<file path="config.mk">
export PLATFORM = sky130hd
export DESIGN_NAME = lsu_mem_initiator
export DESIGN_NICKNAME = d
export VERILOG_FILES = /design/src/rtl/lsu_mem_initiator.sv
export SDC_FILE = /design/constraint.sdc
export NUM_CORES = 1
export LEC_CHECK = 0
export CAP_MARGIN = 5
export CORE_MARGIN = 2
export CORE_UTILIZATION = 35
export CTS_BUF_LIST = sky130_fd_sc_hd__clkbuf_4
export DETAILED_ROUTE_END_ITERATION = 12
export PLACE_DENSITY = 0.56
export SLEW_MARGIN = 20
export SYNTH_ARGS = -nofsm -noshare
export SYNTH_HDL_FRONTEND = slang
export SYNTH_SLANG_ARGS = --single-unit
export TNS_END_PERCENT = 5
</file>
<file path="constraint.sdc">
create_clock -name clk -period 12.4 [get_ports clk]
set_clock_uncertainty 0.1 [all_clocks]
set_input_delay 3.1 -clock clk [delete_from_list [all_inputs] [get_ports clk]]
set_output_delay 3.1 -clock clk [all_outputs]
set_load 0.01 [all_outputs]
</file>
<file path="src/rtl/lsu_mem_initiator.sv">
// MEM-stage load/store unit: accepts pipeline load/store requests, drives the data-memory
// port, splits misaligned accesses into multi-cycle sequences and returns extended load data.
module lsu_mem_initiator #(
  parameter int unsigned ADDR_W = 11,
  parameter int unsigned OP_W   = 3
) (
  input  logic              clk,
  input  logic              nrst,
  input  logic              req_valid,
  input  logic              req_we,
  input  logic [2:0]        req_funct3,
  input  logic [31:0]       req_addr,
  input  logic [31:0]       req_wdata,
  output logic              busy,
  output logic              resp_valid,
  output logic [31:0]       resp_rdata,
  output logic              fault,
  output logic              mem_stall,
  output logic [OP_W-1:0]   mem_op,
  output logic [ADDR_W-1:0] mem_addr,
  output logic [31:0]       mem_wdata,
  input  logic [31:0]       mem_rdata
);

  // Memory op_code table shared with the data memory.
  localparam logic [OP_W-1:0] OpLoadWord      = OP_W'(0);
  localparam logic [OP_W-1:0] OpStoreByte     = OP_W'(1);
  localparam logic [OP_W-1:0] OpStoreHalfWord = OP_W'(2);
  localparam logic [OP_W-1:0] OpStoreWord     = OP_W'(3);
  localparam logic [32:0]     AddrLimit       = 33'(1) << ADDR_W;

  typedef enum logic [1:0] {StIdle, StLd1, StLd2, StSt} state_e;

  state_e              state_q, state_d;
  logic [ADDR_W-1:0]   addr_q, addr_d;
  logic [31:0]         wdata_q, wdata_d;
  logic [2:0]          funct3_q, funct3_d;
  logic [31:0]         lo_q, lo_d;
  logic [1:0]          k_q, k_d;
  logic                resp_valid_q, resp_valid_d;
  logic [31:0]         resp_rdata_q, resp_rdata_d;
  logic                fault_q, fault_d;

  logic [2:0]          req_size, size_q;
  logic [32:0]         req_last;
  logic                req_illegal, req_fault, req_misaligned, accept;
  logic                ld_cross;
  logic [ADDR_W-1:0]   word_addr;

  function automatic logic [2:0] size_of(input logic [2:0] f3);
    case (f3[1:0])
      2'b00:   return 3'd1;
      2'b01:   return 3'd2;
      default: return 3'd4;
    endcase
  endfunction

  // Shift the (possibly two-word) window down to the target byte, then truncate and extend.
  function automatic logic [31:0] extract(input logic [63:0] d, input logic [1:0] off,
                                          input logic [2:0] f3);
    logic [63:0] s;
    s = d >> {off, 3'b000};
    case (f3)
      3'b000:  return {{24{s[7]}}, s[7:0]};
      3'b100:  return {24'b0, s[7:0]};
      3'b001:  return {{16{s[15]}}, s[15:0]};
      3'b101:  return {16'b0, s[15:0]};
      default: return s[31:0];
    endcase
  endfunction

  always_comb begin
    req_size       = size_of(req_funct3);
    req_last       = {1'b0, req_addr} + {30'b0, req_size} - 33'd1;
    req_illegal    = req_we ? (req_funct3 >= 3'b011)
                            : (req_funct3 == 3'b011 || req_funct3 >= 3'b110);
    req_fault      = req_illegal || ({1'b0, req_addr} >= AddrLimit) || (req_last >= AddrLimit);
    req_misaligned = (req_funct3[1:0] == 2'b01 && req_addr[0]) ||
                     (req_funct3[1:0] == 2'b10 && req_addr[1:0] != 2'b00);
    accept         = req_valid && (state_q == StIdle);
    size_q         = size_of(funct3_q);
    ld_cross       = ({1'b0, addr_q[1:0]} + size_q) > 3'd4;
    word_addr      = {addr_q[ADDR_W-1:2], 2'b00};

    state_d      = state_q;
    addr_d       = addr_q;
    wdata_d      = wdata_q;
    funct3_d     = funct3_q;
    lo_d         = lo_q;
    k_d          = k_q;
    resp_valid_d = 1'b0;
    resp_rdata_d = resp_rdata_q;
    fault_d      = 1'b0;
    mem_stall    = 1'b1;
    mem_op       = OpLoadWord;
    mem_addr     = '0;
    mem_wdata    = '0;

    unique case (state_q)
      StIdle: begin
        if (accept && req_fault) begin
          fault_d = 1'b1;
        end else if (accept) begin
          addr_d    = req_addr[ADDR_W-1:0];
          wdata_d   = req_wdata;
          funct3_d  = req_funct3;
          mem_stall = 1'b0;
          mem_wdata = req_wdata;
          if (!req_we) begin
            mem_addr = {req_addr[ADDR_W-1:2], 2'b00};
            state_d  = StLd1;
          end else if (req_misaligned) begin
            mem_op   = OpStoreByte;
            mem_addr = req_addr[ADDR_W-1:0];
            k_d      = 2'd1;
            state_d  = StSt;
          end else begin
            mem_addr = req_addr[ADDR_W-1:0];
            case (req_funct3[1:0])
              2'b00:   mem_op = OpStoreByte;
              2'b01:   mem_op = OpStoreHalfWord;
              default: mem_op = OpStoreWord;
            endcase
          end
        end
      end
      StLd1: begin
        lo_d = mem_rdata;
        if (ld_cross) begin
          mem_stall = 1'b0;
          mem_addr  = word_addr + ADDR_W'(4);
          state_d   = StLd2;
        end else begin
          resp_valid_d = 1'b1;
          resp_rdata_d = extract({32'b0, mem_rdata}, addr_q[1:0], funct3_q);
          state_d      = StIdle;
        end
      end
      StLd2: begin
        resp_valid_d = 1'b1;
        resp_rdata_d = extract({mem_rdata, lo_q}, addr_q[1:0], funct3_q);
        state_d      = StIdle;
      end
      StSt: begin
        mem_stall = 1'b0;
        mem_op    = OpStoreByte;
        mem_addr  = addr_q + ADDR_W'(k_q);
        mem_wdata = {24'b0, wdata_q[{k_q, 3'b000} +: 8]};
        k_d       = k_q + 2'd1;
        if (k_q == 2'(size_q - 3'd1)) state_d = StIdle;
      end
      default: state_d = StIdle;
    endcase

    if (!nrst) mem_stall = 1'b1;
  end

  always_ff @(posedge clk or negedge nrst) begin
    if (!nrst) begin
      state_q      <= StIdle;
      addr_q       <= '0;
      wdata_q      <= '0;
      funct3_q     <= '0;
      lo_q         <= '0;
      k_q          <= '0;
      resp_valid_q <= 1'b0;
      resp_rdata_q <= '0;
      fault_q      <= 1'b0;
    end else begin
      state_q      <= state_d;
      addr_q       <= addr_d;
      wdata_q      <= wdata_d;
      funct3_q     <= funct3_d;
      lo_q         <= lo_d;
      k_q          <= k_d;
      resp_valid_q <= resp_valid_d;
      resp_rdata_q <= resp_rdata_d;
      fault_q      <= fault_d;
    end
  end

  assign busy       = (state_q != StIdle);
  assign resp_valid = resp_valid_q;
  assign resp_rdata = resp_rdata_q;
  assign fault      = fault_q;

endmodule
</file>
# Yosys cells after proc, flatten, opt, wreduce, memory -nomap -nowiden

Cells that the tools add are included.

Logic and storage cells: 104
Register bits: 116
Output and inout port bits: 82
Input port bits: 103

Equal/unequal tests: 18
Order comparisons: 5
Reductions and logical operators: 20
Bitwise operators: 1
Shifts and indexed selects: 3
$add $sub $neg: 7
Mux-type cells: 41

Operator list:

| kind                                                                 | count |
|---|---|
| case mux 32 bit (4 select lines)                                     | 2 |
| case mux 32 bit (2 select lines)                                     | 2 |
| 2-to-1 mux 32 bit                                                    | 3 |
| right shift 64 x 5 -> 32 bit                                         | 1 |
| adder 32 x 3 -> 33 bit                                               | 1 |
| greater-or-equal comparator 33 x 12 -> 1 bit (second input constant) | 1 |
| 2-to-1 mux 11 bit                                                    | 3 |
| case mux 11 bit (3 select lines)                                     | 1 |
| subtractor 33 x 1 -> 33 bit (second input constant)                  | 1 |
| greater-or-equal comparator 32 x 12 -> 1 bit (second input constant) | 1 |
| indexed part select 32 x 6 -> 8 bit                                  | 1 |
| right shift 32 x 5 -> 32 bit                                         | 1 |
| 2-to-1 mux 2 bit                                                     | 15 |
| inequality test 2 bit (second input constant)                        | 6 |
| case mux 2 bit (2 select lines)                                      | 3 |
| case mux 3 bit (2 select lines)                                      | 2 |
| adder 11 x 2 -> 11 bit                                               | 1 |
| adder 11 x 3 -> 11 bit (second input constant)                       | 1 |
| case mux 2 bit (4 select lines)                                      | 1 |
| nonzero test 2 bit                                                   | 4 |
| 2-to-1 mux 1 bit                                                     | 7 |
| == test 2 x 1 -> 1 bit (second input constant)                       | 3 |
| == test 2 bit (second input constant)                                | 3 |
| == test 3 bit (second input constant)                                | 2 |
| other kinds (21)                                                     | 29 |

# Longest topological paths before layout

Gate-level depths: netlist of the first run.

Depth after elaboration: 10
Mapped depth: 20
Gate-level depth less buffers: 18

# Worst setup path after synthesis of the first run

No wires, ideal clock.

Path type: input to output
From: input req_funct3[1]
To: output mem_op[0]
Arrival: 6.864 ns
Buffers on the path: 2
Cell stages on the path: 19
Data required time: 9.200 ns
Slack: 2.336 ns
Path through: or2_2 > ha_1 > inv_1 > ha_1 > inv_1 > fa_1 > nor2b_1 > o221ai_2 > a21oi_1 > o21a_1 > o21a_1 > mux2_1 > or4b_1 > nor4_2 > and3_1 > buf_4 > buf_4 > o211ai_1 > a21oi_1

Word-level cells in the longest chain between the ends: 9
Elaborated cells between the ends (all ways): 24
Classes of those cells: 2 x add/sub; 3 x order compare; 3 x eq/ne; 8 x mux; 8 x reduce/logical

Ends and longest elaborated chain:

| element                                                            | line        | source |
|---|---|---|
| from (decl)                                                        | 11          | `input logic [2:0] req_funct3,` |
| == test 2 x 1 -> 1 bit / logical NOT 2 bit (equally long branches) | 51, 78, 119 |  |
| case mux 3 bit (2 select lines)                                    | 51          | `case (f3[1:0])` |
| adder 32 x 3 -> 33 bit                                             | 74          | `req_last = {1'b0, req_addr} + {30'b0, req_size} - 33'd1;` |
| subtractor 33 x 1 -> 33 bit                                        | 74          |  |
| greater-or-equal comparator 33 x 12 -> 1 bit                       | 77          | `req_fault = req_illegal \|\| ({1'b0, req_addr} >= AddrLimit) \|\| (req_last >= AddrLimit);` |
| logical OR 1 bit                                                   | 77          |  |
| logical AND 1 bit                                                  | 101         | `if (accept && req_fault) begin` |
| 2-to-1 mux 2 bit *                                                 | 101         |  |
| case mux 2 bit (2 select lines) *                                  | 99          | `unique case (state_q)` |
| to (decl)                                                          | 19          | `output logic [OP_W-1:0] mem_op,` |

Mark *: on every way between the ends. The rest lies on a longest branch, timed or not.

# Final worst setup path of the first run

From: input req_funct3[1]
To: output mem_wdata[4]

Word-level cells in the longest chain between the ends: 9
Elaborated cells between the ends (all ways): 16
Classes of those cells: 2 x add/sub; 3 x order compare; 2 x eq/ne; 4 x mux; 5 x reduce/logical

Ends and longest elaborated chain:

| element                                                            | line | source |
|---|---|---|
| == test 2 x 1 -> 1 bit / logical NOT 2 bit (equally long branches) | 51   |  |
| case mux 3 bit (2 select lines)                                    | 51   |  |
| adder 32 x 3 -> 33 bit                                             | 74   |  |
| subtractor 33 x 1 -> 33 bit                                        | 74   |  |
| greater-or-equal comparator 33 x 12 -> 1 bit                       | 77   |  |
| logical OR 1 bit *                                                 | 77   |  |
| logical AND 1 bit *                                                | 101  |  |
| 2-to-1 mux 32 bit *                                                | 101  |  |
| case mux 32 bit (2 select lines) *                                 | 99   |  |
| to (decl)                                                          | 21   | `output logic [31:0] mem_wdata,` |

Marks and branches as above.

==> results.json, run 1 <==
{
  "drt_iter0_markers": 614,
  "vdd_drop_max_v": 0.00005697,
  "p_clk_share_pct": 34.4,
  "p_int_mw": 0.5870,
  "post_cts_buffers": 0,
  "p_comb_share_pct": 22.0,
  "cts_tree": "built",
  "sw_frac_of_total_pct": 32.36,
  "cts_root_buf": "clkbuf_4",
  "cts_buffer_depth": 2,
  "cts_buffers": 17,
  "cts_htree_levels": 4,
  "gp_congestion": 0.9328,
  "synth.net_count": 1279,
  "slew_violations": 0,
  "synth_seq_cells": 116,
  "min_period_ps": 11670,
  "cp_num_buf_inv": 6,
  "dr.pass1.iters": 6,
  "path_cells": "clkdlybuf4s50_1 > inv_1 > nand2_1 > ha_1 > inv_1 > ha_1 > inv_1 > fa_1 > nor2b_1 > o221ai_2 > a21oi_1 > o21a_1 > o21a_1 > mux2_1 > or4b_1 > nor4_2 > and3_2 > buf_4 > nand2_1 > a21oi_1 > clkdlybuf4s50_1",
  "ant_nets": 0,
  "fmax_mhz": 85.65,
  "period_share_pct": 94.15,
  "start_util_pct": 35.68,
  "ctsHoldBuffers": 0,
  "crit_slowest_cell": "clkdlybuf4s50_1",
  "worst_ep_required_time_ps": 9200,
  "syn_to_final_growth_pct": 25.06,
  "synth_edf_count": 0,
  "ys_warn_count": 0,
  "maxSlewHeadroom_pct": 33.44,
  "arrival_ps": 8470,
  "cpLargestDelayFamily": "buffers and inverters",
  "dp_hpwl_um": 22680,
  "layout.nets": 1434,
  "start_kind": "input port",
  "antenna_found_initial": 2,
  "synth_flop_cell": "dfrtp_1",
  "postPlaceCellArea_mm2": 0.01173,
  "tightest_slew_ps": 998.3,
  "critPathKind": "input port to primary output",
  "p_sw_mw": 0.2808,
  "rows": 60,
  "syn_avg_cell_area_um2": 8.639,
  "end_kind": "primary output",
  "setup_slack_ps": 725.0,
  "maxCapViolations": 0,
  "clock_sinks": 116,
  "drt_drc_violations_left": 0,
  "status": "finished clean",
  "overflow": 0,
  "totalWireLength_um": 30010,
  "cp_max_fo": 33,
  "synthCells": 1113,
  "core_area_mm2": 0.02695,
  "whs_ps": 392.7,
  "routed_via_density": 5.506,
  "hold_class": "register to register",
  "pin_count": 185,
  "grt_pass1_wl_um": 47310,
  "wire_per_inst_um": 18.49,
  "grt_usage_pct": 20.86,
  "pre_cts_ws_ps": 734.2,
  "p_leak_nw": 5.270,
  "rsz0062_at_grt": "no",
  "ys_seq_area_share_pct": 30.19,
  "syn_area_mm2": 0.009615,
  "drive_gt1_share_pct": 11.94,
  "grt_max_degree": 70,
  "ctsResizeCount": 0,
  "dieArea_mm2": 0.02882,
  "hold_viol": 0,
  "clkLatencyLatePin_ps": 530,
  "p_seq_share_pct": 43.6,
  "fin_setup_tns_ps": 0,
  "post-route-cell-area_mm2": 0.01203,
  "die_w_um": 169.8,
  "cpMostUsedCell": "inv_1",
  "totalPowerFinal_mw": 0.8678,
  "power_density_mw_per_mm2": 72.16,
  "critPathMaxStageDelay_ps": 570,
  "die_h_um": 169.8,
  "port_buffers": 183,
  "netlist-cell-type-count": 78,
  "finalSetupViolCount": 0,
  "via_count": 8937,
  "async_flop_share_pct": 100.0,
  "clkTransAtPathRegs_ps": 140,
  "grt_pass1_vias": 8449
}
[area by class of cell]
type | instances | area [um2]
fillers | 2681 | 14930
well taps | 341 | 426.7
flip-flops and latches | 116 | 2904
diodes | 1 | 2.502
clock inverters | 15 | 170.2
inverters | 76 | 285.3
clock buffers | 17 | 127.6
multi-input cells | 862 | 6190
repair buffers | 195 | 1919
[synth_stat cells (all sizes together) (6+ instances only)]
library cell / number / share of area (%)
o22ai: 9 / 0.59
nor2b: 37 / 2.4
and2: 28 / 1.8
a21o: 10 / 0.78
xnor2: 6 / 0.55
nor3: 9 / 0.47
dfrtp: 116 / 30
nor2: 42 / 1.6
o21ai: 64 / 3.3
ha: 60 / 7.8
mux2: 85 / 10
nand2b: 17 / 1.1
o31ai: 31 / 2.4
a21oi: 88 / 4.6
nand4: 9 / 0.59
clkbuf: 45 / 1.8
buf: 14 / 0.90
a31oi: 27 / 1.8
nand2: 146 / 5.7
nand3: 18 / 0.94
o21a: 9 / 0.70
and3: 9 / 0.59
mux4: 9 / 2.1
mux2i: 45 / 4.7
a211oi: 17 / 1.3
inv: 76 / 3.0
[sequential cells by signal (all words and copies together) (netlist names)]
signal	flops
k_q	2
resp_valid	1
resp_rdata	32
lo_q	32
state_q	2
wdata_q	32
fault	1
funct3_q	3
addr_q	11
[worst register-to-register path, stage by stage, from the launching register on]
cell and delay (ps):
dfrtp_2 390, buf_4 700, mux2_2 480, nor2_1 100
a21oi_1 90, a21o_1 370, a21boi_1 700, o31ai_1 180
[through the flow]
step           cells  util, %
2_1_floorplan   1113        -
3_3_place_gp    1590    43.51
3_5_place_dp    1590    43.51
4_1_cts         1622    44.61
5_1_grt         1623    44.62
6_report        1623    44.62
[worst paths after layout]
path	depth (start not counted)	startpoint	slack (ps)	to
hold reg to reg	2	resp_rdata[30]	390	resp_rdata[30]
hold / removal	2	resp_rdata[30]	390	resp_rdata[30]
setup / recovery	21	req_funct3[1]	730	mem_wdata[4]
max in group asynchronous	2	nrst	8940	wdata_q[7]
setup reg to reg	7	addr_q[0]	9180	resp_rdata[10]
min in group asynchronous	2	nrst	2690	resp_rdata[10]
[cells in the final DEF (no fill, tap or decap), types with 9 or more instances in the layout]
master           count
clkdlybuf4s50_1    182
nand2_1            146
dfrtp_1            115
a21oi_1             88
mux2_2              84
inv_1               76
o21ai_0             63
ha_1                60
mux2i_1             45
nor2_1              42
nor2b_1             37
o31ai_1             30
and2_1              28
a31oi_1             27
nand3_1             18
nand2b_1            17
a211oi_1            17
clkbuf_4            17
buf_4               13
a21o_1              10
nand4_1              9
nor3_1               9
o21a_1               9
o22ai_1              9
mux4_2               9
[power by group through the flow]
| stage | clock, mW | combinational (mW) | sequential (mW) |
|---|---|---|---|
| after floorplan | 0 | 0.106 | 0.386 |
| after global placement | 0 | 0.189 | 0.386 |
| after detailed placement | 0 | 0.189 | 0.386 |
| after CTS | 0.310 | 0.190 | 0.379 |
| after global routing | 0.330 | 0.210 | 0.379 |
| final | 0.299 | 0.191 | 0.379 |
[metal layers]
metal	global-route usage (%)	vias up	part of all wire (%)
li1	-	4338	-
met1	29.47	4318	48
met2	34.00	246	47
met3	2.542	33	3.7
met4	5.017	2	1.4
met5	0	-	0.043
[logic make-up after synthesis]
logic type	Yosys count	synth area share [%]
other	1	0.03900
buffers and inverters	135	5.621
xor gates and xnor gates	9	0.8198
AOI/OAI and AO/OA	311	20.85
and+or+nand+nor	339	17.31
adders and majority gates	63	8.432
DFF	116	30.19
muxes	139	16.75
Power figures use the tool's default switching activity.
==> run 2, diff against run 1 <==
Settings changed: CTS_BUF_LIST sky130_fd_sc_hd__clkbuf_4 to sky130_fd_sc_hd__clkbuf_2.
==> run 2 against run 1 <==
Critical path depth unchanged. Global-route usage is essentially flat. Total power shrank 2.9%. Worst setup slack worse by 13 ps. Largest power group unchanged.
==> results.json, run 2 (synthesized netlist as in run 1, its figures left out) <==
{
  "critPathMaxStageDelay_ps": 570,
  "pin_count": 185,
  "reg2reg_slack_ps": 9180,
  "gp_congestion": 0.9328,
  "path_cells": "clkdlybuf4s50_1 > inv_1 > nand2_1 > ha_1 > inv_1 > ha_1 > inv_1 > fa_1 > nor2b_1 > o221ai_2 > a21oi_1 > o21a_1 > o21a_1 > mux2_1 > or4b_1 > nor4_2 > and3_2 > buf_4 > nand2_1 > a21oi_1 > clkdlybuf4s50_1",
  "start_util_pct": 35.68,
  "p_leak_nw": 5.263,
  "core_area_mm2": 0.02695,
  "antenna_found_initial": 2,
  "syn_to_final_growth_pct": 24.62,
  "routed_via_density": 5.502,
  "clkLatencyLatePin_ps": 670,
  "ant_nets": 0,
  "port_buffers": 183,
  "cts_buffers": 17,
  "fmax_mhz": 85.56,
  "overflow": 0,
  "cts_buffer_depth": 2,
  "maxCapViolations": 0,
  "end_kind": "primary output",
  "totalWireLength_um": 29990,
  "finalSetupViolCount": 0,
  "dp_hpwl_um": 22680,
  "ctsHoldBuffers": 0,
  "die_w_um": 169.8,
  "critPathKind": "input port to primary output",
  "min_period_ps": 11690,
  "vdd_drop_max_v": 0.00005343,
  "rsz0062_at_grt": "no",
  "arrival_ps": 8490,
  "hold_class": "register to register",
  "cts_htree_levels": 4,
  "clkTransAtPathRegs_ps": 200,
  "drive_gt1_share_pct": 11.94,
  "met1_usage_pct": 29.55,
  "dr.pass1.iters": 6,
  "ctsResizeCount": 0,
  "drt_iter0_markers": 607,
  "totalPowerFinal_mw": 0.8427,
  "multiInputGateArea_mm2": 0.006190,
  "via_count": 8929,
  "tightest_slew_ps": 985.0,
  "wire_per_inst_um": 18.48,
  "area.sequential_mm2": 0.002904,
  "cp_max_fo": 33,
  "grt_max_degree": 70,
  "clock_sinks": 116,
  "dieArea_mm2": 0.02882,
  "hold_viol": 0,
  "final_core_util_pct": 44.46,
  "fin_cells": 1623,
  "fin_setup_tns_ps": 0,
  "cpMostUsedCell": "inv_1",
  "die_h_um": 169.8,
  "maxSlewHeadroom_pct": 34.33,
  "period_share_pct": 94.26,
  "crit_slowest_cell": "clkdlybuf4s50_1",
  "layout.nets": 1434,
  "cp_num_buf_inv": 6,
  "rows": 60,
  "cpLargestDelayFamily": "buffers and inverters",
  "status": "finished clean",
  "grt.met3_usage_pct": 2.542,
  "worst_ep_required_time_ps": 9200,
  "top_usage_layer": "met2",
  "grt_pass1_wl_um": 47390,
  "final_cell_mix": "clkdlybuf4s50_1, nand2_1, dfrtp_1",
  "final_common_cell": "clkdlybuf4s50_1",
  "grt_pass1_vias": 8455,
  "post_cts_buffers": 0,
  "cts_tree": "built",
  "grt_usage_pct": 20.87,
  "use_met2_pct": 34.06,
  "fill_cells": 2683,
  "dp_cells": 1590,
  "start_kind": "input port",
  "power_density_mw_per_mm2": 70.33,
  "drt_drc_violations_left": 0,
  "slew_violations": 0,
  "cts_root_buf": "clkbuf_2"
}
run 2: changes by cell type in the layout (fill, tap and decap cells not counted):
cell	change
clkbuf_2	+17
clkbuf_4	-17
run 2: layout make-up:
type	count	share of cell area, %
antenna	1	0.02088
clock inverter	15	1.420
tap	341	3.561
inverter	76	2.381
clock buffer	17	0.7100
sequential	116	24.24
timing repair buffer	195	16.02
multi-input combinational	862	51.66
run 2: path summary, 6_finish.rpt:
| path | cells past startpoint | end | start |
|---|---|---|---|
| hold / removal | 2 | resp_rdata[11] | resp_rdata[11] |
| setup reg to reg | 7 | resp_rdata[15] | addr_q[0] |
| setup / recovery | 21 | mem_wdata[4] | req_funct3[1] |
| max in group asynchronous | 2 | wdata_q[16] | nrst |
| hold reg to reg | 2 | resp_rdata[11] | resp_rdata[11] |
| min in group asynchronous | 2 | resp_rdata[10] | nrst |
run 2: per-layer routing:
layer  share of wire, %  vias to the layer above  wire length [um]
li1                   -                     4337                 -
met1                 47                     4280             14190
met2                 47                      286             14070
met3                4.4                       24              1320
met4                1.3                        2               389
met5              0.043                        -                13
run 2: power by group:
part | switching (mW) | internal [mW] | total [mW]
logic | 0.107 | 0.0835 | 0.190
clock network | 0.175 | 0.0980 | 0.273
registers | 0.000253 | 0.379 | 0.379
run 2: worst min-delay path, delay by kind of cell, from the launching register on:
kind            cells  cell delay, ps
flops               1             390
simple gates        1              50
compound gates      1              60
run 2: per-stage QoR:
stage	area, um2	worst slack [ps]	hold WS [ps]
3_5_place_dp	11730	734.2	369.6
3_3_place_gp	11730	842.4	362.2
5_1_grt	11980	202.1	449.0
4_1_cts	11980	698.9	411.3
2_1_floorplan	9615	2336	375.1
6_report	11980	711.7	406.9
